`src/rtl/data_mem_responder.sv`:
```
// ============================================================================
// Module   : data_mem_responder
// Brief    : Queued load/store responder over a small word-addressed memory,
//            servicing one request at a time with fixed access latency.
// Revision : 1.0 - initial release
// ============================================================================
`default_nettype none

module data_mem_responder #(
    parameter int DATA_WIDTH      = 16,
    parameter int ADDR_WIDTH      = 4,
    parameter int THREAD_ID_WIDTH = 2,
    parameter int LATENCY         = 2,
    parameter int FIFO_DEPTH      = 4
) (
    input  logic                       clk,
    input  logic                       reset,
    input  logic                       req_valid,
    output logic                       req_ready,
    input  logic                       req_write,
    input  logic [ADDR_WIDTH-1:0]      req_addr,
    input  logic [DATA_WIDTH-1:0]      req_wdata,
    input  logic [THREAD_ID_WIDTH-1:0] req_thread,
    output logic                       rsp_valid,
    input  logic                       rsp_ready,
    output logic                       rsp_write,
    output logic [DATA_WIDTH-1:0]      rsp_rdata,
    output logic [THREAD_ID_WIDTH-1:0] rsp_thread,
    output logic [3:0]                 pending
);

    localparam int         c_ptr_w   = $clog2(FIFO_DEPTH);
    localparam int         c_entry_w = 1 + ADDR_WIDTH + DATA_WIDTH + THREAD_ID_WIDTH;
    localparam int         c_words   = 1 << ADDR_WIDTH;
    localparam logic [3:0] c_lat_m1  = 4'(LATENCY - 1);

    typedef enum logic [1:0] {
        S_IDLE    = 2'd0,
        S_ACCESS  = 2'd1,
        S_RESPOND = 2'd2
    } state_t;

    state_t r_state;

    logic [c_entry_w-1:0]       r_fifo [FIFO_DEPTH];
    logic [c_ptr_w:0]           r_wr_ptr;
    logic [c_ptr_w:0]           r_rd_ptr;
    logic [DATA_WIDTH-1:0]      r_mem [c_words];

    logic                       r_svc_write;
    logic [ADDR_WIDTH-1:0]      r_svc_addr;
    logic [DATA_WIDTH-1:0]      r_svc_wdata;
    logic [THREAD_ID_WIDTH-1:0] r_svc_thread;
    logic [3:0]                 r_cnt;

    logic [c_ptr_w:0]           w_count;
    logic                       w_empty;
    logic                       w_full;
    logic                       w_push;
    logic                       w_pop;
    logic                       w_access;
    logic                       w_head_write;
    logic [ADDR_WIDTH-1:0]      w_head_addr;
    logic [DATA_WIDTH-1:0]      w_head_wdata;
    logic [THREAD_ID_WIDTH-1:0] w_head_thread;

    // The extra MSB of each pointer separates full from empty when the low bits match.
    assign w_count = r_wr_ptr - r_rd_ptr;
    assign w_empty = (r_wr_ptr == r_rd_ptr);
    assign w_full  = (r_wr_ptr[c_ptr_w] != r_rd_ptr[c_ptr_w]) &&
                     (r_wr_ptr[c_ptr_w-1:0] == r_rd_ptr[c_ptr_w-1:0]);

    assign req_ready = !w_full;
    assign w_push    = req_valid && !w_full;
    assign w_pop     = !w_empty &&
                       ((r_state == S_IDLE) || ((r_state == S_RESPOND) && rsp_ready));
    assign w_access  = (r_state == S_ACCESS) && (r_cnt == c_lat_m1);

    assign {w_head_write, w_head_addr, w_head_wdata, w_head_thread} =
        r_fifo[r_rd_ptr[c_ptr_w-1:0]];

    assign pending = 4'(w_count) + {3'b000, (r_state != S_IDLE)};

    always_ff @(posedge clk) begin
        if (w_push) begin
            r_fifo[r_wr_ptr[c_ptr_w-1:0]] <= {req_write, req_addr, req_wdata, req_thread};
        end
    end

    // Memory has no reset; the write is gated by state, which reset forces to IDLE.
    always_ff @(posedge clk) begin
        if (w_access && r_svc_write) begin
            r_mem[r_svc_addr] <= r_svc_wdata;
        end
    end

    always_ff @(posedge clk or posedge reset) begin
        if (reset) begin
            r_wr_ptr <= '0;
            r_rd_ptr <= '0;
        end else begin
            if (w_push) r_wr_ptr <= r_wr_ptr + 1'b1;
            if (w_pop)  r_rd_ptr <= r_rd_ptr + 1'b1;
        end
    end

    always_ff @(posedge clk or posedge reset) begin
        if (reset) begin
            r_state      <= S_IDLE;
            r_cnt        <= 4'd0;
            r_svc_write  <= 1'b0;
            r_svc_addr   <= '0;
            r_svc_wdata  <= '0;
            r_svc_thread <= '0;
            rsp_valid    <= 1'b0;
            rsp_write    <= 1'b0;
            rsp_rdata    <= '0;
            rsp_thread   <= '0;
        end else begin
            if (w_pop) begin
                r_svc_write  <= w_head_write;
                r_svc_addr   <= w_head_addr;
                r_svc_wdata  <= w_head_wdata;
                r_svc_thread <= w_head_thread;
            end
            case (r_state)
                S_IDLE: begin
                    if (w_pop) begin
                        r_cnt   <= 4'd0;
                        r_state <= S_ACCESS;
                    end
                end
                S_ACCESS: begin
                    r_cnt <= r_cnt + 4'd1;
                    if (w_access) begin
                        rsp_valid  <= 1'b1;
                        rsp_write  <= r_svc_write;
                        rsp_thread <= r_svc_thread;
                        rsp_rdata  <= r_svc_write ? '0 : r_mem[r_svc_addr];
                        r_state    <= S_RESPOND;
                    end
                end
                S_RESPOND: begin
                    if (rsp_ready) begin
                        rsp_valid <= 1'b0;
                        if (w_pop) begin
                            r_cnt   <= 4'd0;
                            r_state <= S_ACCESS;
                        end else begin
                            r_state <= S_IDLE;
                        end
                    end
                end
                default: r_state <= S_IDLE;
            endcase
        end
    end

endmodule

`default_nettype wire

```
`config.mk`:
```
export PLATFORM = sky130hd
export DESIGN_NAME = data_mem_responder
export DESIGN_NICKNAME = d
export VERILOG_FILES = /design/src/rtl/data_mem_responder.sv
export SDC_FILE = /design/constraint.sdc
export NUM_CORES = 1
export LEC_CHECK = 0
export BUFFER_PORTS_ARGS = -buffer_cell sky130_fd_sc_hd__buf_2
export CORE_ASPECT_RATIO = 1.1
export CORE_MARGIN = 3
export CORE_UTILIZATION = 55
export CTS_CLUSTER_SIZE = 10
export DETAILED_ROUTE_END_ITERATION = 8
export PLACE_DENSITY = 0.71
export SYNTH_ARGS = -nofsm -noshare
export SYNTH_HDL_FRONTEND = slang
export SYNTH_SLANG_ARGS = --single-unit
```
`constraint.sdc`:
```
create_clock -name clk -period 4.1 [get_ports clk]
set_input_delay 0.41 -clock clk [delete_from_list [all_inputs] [get_ports clk]]
set_output_delay 0.41 -clock clk [all_outputs]
set_load 0.005 [all_outputs]
```
==> impl_results.md <==
* Synth cell types at 33
* Initial DRC count at 566
* Synth Instances at 710
* GRT Residual Overflow at 0
* Routed WL at ~30 mm
* CTS Buf Count at 46
* Worst R2R Setup Slack at around 1.5 ns
* Initial core utilization at 56.1%
* N_diodes at 0
* CP Capture Type: output port
* Top FF cell, synth: edfxtp_1
* Pre-CTS setup slack at 1.42 ns
* Post-synth top cells: edfxtp_1, dfrtp_1, mux2i_1, mux4_2, mux4_1
* Period utilization at 66.2%
* Start of the worst register-to-register path: r_svc_addr[2]$_DFFE_PP0P_
* Most frequent cell after synthesis: edfxtp_1
* Hold Path Sink: r_fifo[3][1]$_DFFE_PP_
* Largest cells by area after synthesis: edfxtp_1, dfrtp_1, mux4_2
* Vias in the first global route at a little under 8,000
* Post-Synth Simple-Gate Area at 1.77%
* FF+latch count, synth at between 400 and 500
* Share of layout cells above drive strength 1 at 25.2%
* Clock-pin slew on the worst setup and hold paths at 0.06 ns
* Port bufs at 51
* Gpl congestion at between 0.8 and 0.9
* EDFF count, synth at 348
* WP data arrival at 2.31 ns
* CP Class: flip-flop to output port
* Antenna-violating nets left at 0
* Worst hold path type: input pin to flip-flop
* M2 GR Usage at a little over a third
* RR Endpoint: rsp_rdata[9]$_DFFE_PP0P_
* Dpl hpwl at 18.2 mm
* Clock root cell: clkbuf_16
* Fin crit period at 2.72 ns
* CP required at about 3.7 ns
* Core area at 27,900 sq um
* Setup Fix Bufs, Post-CTS at 0
* Num ports at 52
* Met1 Track Usage GR at between 20% and 30%
* Global-route wire length before repair at between 40 and 50 mm
* Largest family of logic cells by synthesized area: multiplexers
* Clock skew at 0.0152 ns
* Area Overhead vs Synth at 13.6%
* FF-to-FF path depth at 5
* Leak at 6.28 nW
* CTS tree: done
* Final nets at 842
* Die W at ~170 um
* Outcome: complete, no violations
* Synth Area in XOR/XNOR at 0.504%
* Slowest CP cell: fa_1
* Post-CTS sizing at 0
* Asr flop ratio synth at around 14%
* Die area at between 30,000 and 40,000 sq um
* Mux contribution to synthesized area at a little under a fifth
* Syn_nets at around 750
* Area share of the largest cell type after synthesis at 66.8%
* Worst-path fanout max at 4
* Largest stage delay, worst path at 0.50 ns
* Initial antenna violation count at 0
* Fill count at 1,858
* Area of the mapped netlist at 15,600 sq um
* Crit path cell chain: inv_1 -> ha_1 -> fa_1 -> inv_1 -> ha_1 -> xnor2_1 -> buf_2
* DRC errors left at 0
* Max_cap viols at 0
* Mean Syn Cell Area at roughly 22 sq um
* Final setup violation count at 0
* Unrepaired setup endpoints after global routing: false
* Tightest Pin Transition at around 1.3 ns
* Die height at 183 um
* Max_slew headroom at 15.0%
* Wire per inst at 24.7 um
* Synth Area in Compound Gates at 1.26%
* Final hold violations at 0
* Largest net degree at the start of global routing at 46
* Htree depth at 2
* Critical path startpoint category: flip-flop
* GRT Total Usage at 20.1%
* Clk sinks at 403
* Pins over their slew limit at 0
* Setup_tns at 0 ns
* GRT Max-Usage Layer: met2
* Worst setup margin at 1.39 ns
* Clock Latency Late Sink at ~0.53 ns
* DR pass1 iterations at 5
* Synth area leader: edfxtp_1
* Post-Synth Adder-Cell Area at 1.01%
* Met3 usage at about 3.4%
* PD cells at 740 nW/um^2
* Via count at 7,198
* # rows at 64
* CTS max path bufs at 3
* Seq/Total Area, Yosys at 75.6%
* WHS Path Cells at 1
* Routed vias/inst at 5.98
* Synth warnings at 0
* Maximum resistive drop on vdd at 0.581 mV
* Hold path startpoint: req_thread[1]
* Hold buffers post-CTS at 0
* Fmax at 368 MHz
-- how the worst max path moves through the flow --
stage / slack (ns) / to / depth (start not counted) / start
after floorplan: 1.04 / r_mem[0][0]$_DFFE_PP_ / 6 / r_cnt[1]$_DFFE_PP0P_
after global placement: 1.45 / r_mem[11][13]$_DFFE_PP_ / 3 / r_svc_addr[0]$_DFFE_PP0P_
after detailed placement: 1.42 / rsp_rdata[9]$_DFFE_PP0P_ / 5 / r_svc_addr[2]$_DFFE_PP0P_
after CTS: 1.35 / pending[2] / 7 / r_wr_ptr[0]$_DFFE_PP0P_
after global routing: 1.27 / pending[2] / 7 / r_wr_ptr[0]$_DFFE_PP0P_
final: 1.39 / pending[2] / 7 / r_wr_ptr[0]$_DFFE_PP0P_
-- report_power, final --
part           switching [mW]  leakage [nW]  internal, mW  total (mW)
combinational            1.59          1.80          1.65        3.24
clock                    1.47         0.657          2.23        3.70
sequential              0.800          3.82          5.41        6.21
total                    3.86          6.28          9.29        13.2
-- area by class of cell --
class	instances	area (sq um)	share of cell area, %
multi-input cells	261	3570	20.1
clock inverters	2	8.76	0.0493
flip-flops and latches	403	11800	66.6
repair buffers	80	485	2.73
inverters	11	41.3	0.232
well taps	363	454	2.56
clock buffers	84	1370	7.70
-- through the flow --
stage,std cells,cell area [sq um],util [%],power [mW],hold slack [ns]
after detailed placement,1118,16400,58.8,9.60,0.461
after global routing,1204,17800,63.7,13.8,0.0778
final,1204,17800,63.7,13.2,0.0856
after floorplan,710,15600,-,8.42,0.435
after CTS,1204,17800,63.7,13.3,0.0639
after global placement,1118,16400,58.8,9.45,0.457
-- per-layer routing --
metal	part of all wire, %	vias to the layer above
met1	40	3790
li1	-	3125
met4	2.2	0
met5	0	-
met2	52	238
met3	5.7	45
-- sequential cells by signal, summed over array words and instances, names as in the netlist, 2 cells and up --
name / cells
r_state: 2
r_svc_wdata: 16
rsp_thread: 2
r_wr_ptr: 3
r_mem: 256
r_rd_ptr: 3
r_svc_thread: 2
r_cnt: 4
r_svc_addr: 4
rsp_rdata: 16
r_fifo: 92
-- logic make-up after synthesis --
group / count (synthesis)
compound gates: 25
buf+inv: 46
mux: 158
fa+ha+maj: 12
simple gates: 57
flops: 403
xor+xnor: 9
-- worst max-delay path: cells and delay by family (launching register included) --
kind | cells | cell delay, ns
XOR/XNOR | 1 | 0.15
adder cells (fa/ha/maj) | 3 | 0.93
buffers and inverters | 3 | 0.30
flip-flops | 1 | 0.39
-- placed cells by master (no fill, tap or decap), drive strengths merged, types with 5 or more instances in the layout --
cell / instances
edfxtp: 348
mux4: 87
clkbuf: 84
buf: 80
dfrtp: 55
mux2i: 48
mux2: 23
nand2: 21
a22o: 16
nor2: 15
ha: 11
inv: 11
xor2: 5
o21ai: 5
and2: 5
Note: power is estimated with default switching activity, not from simulation.
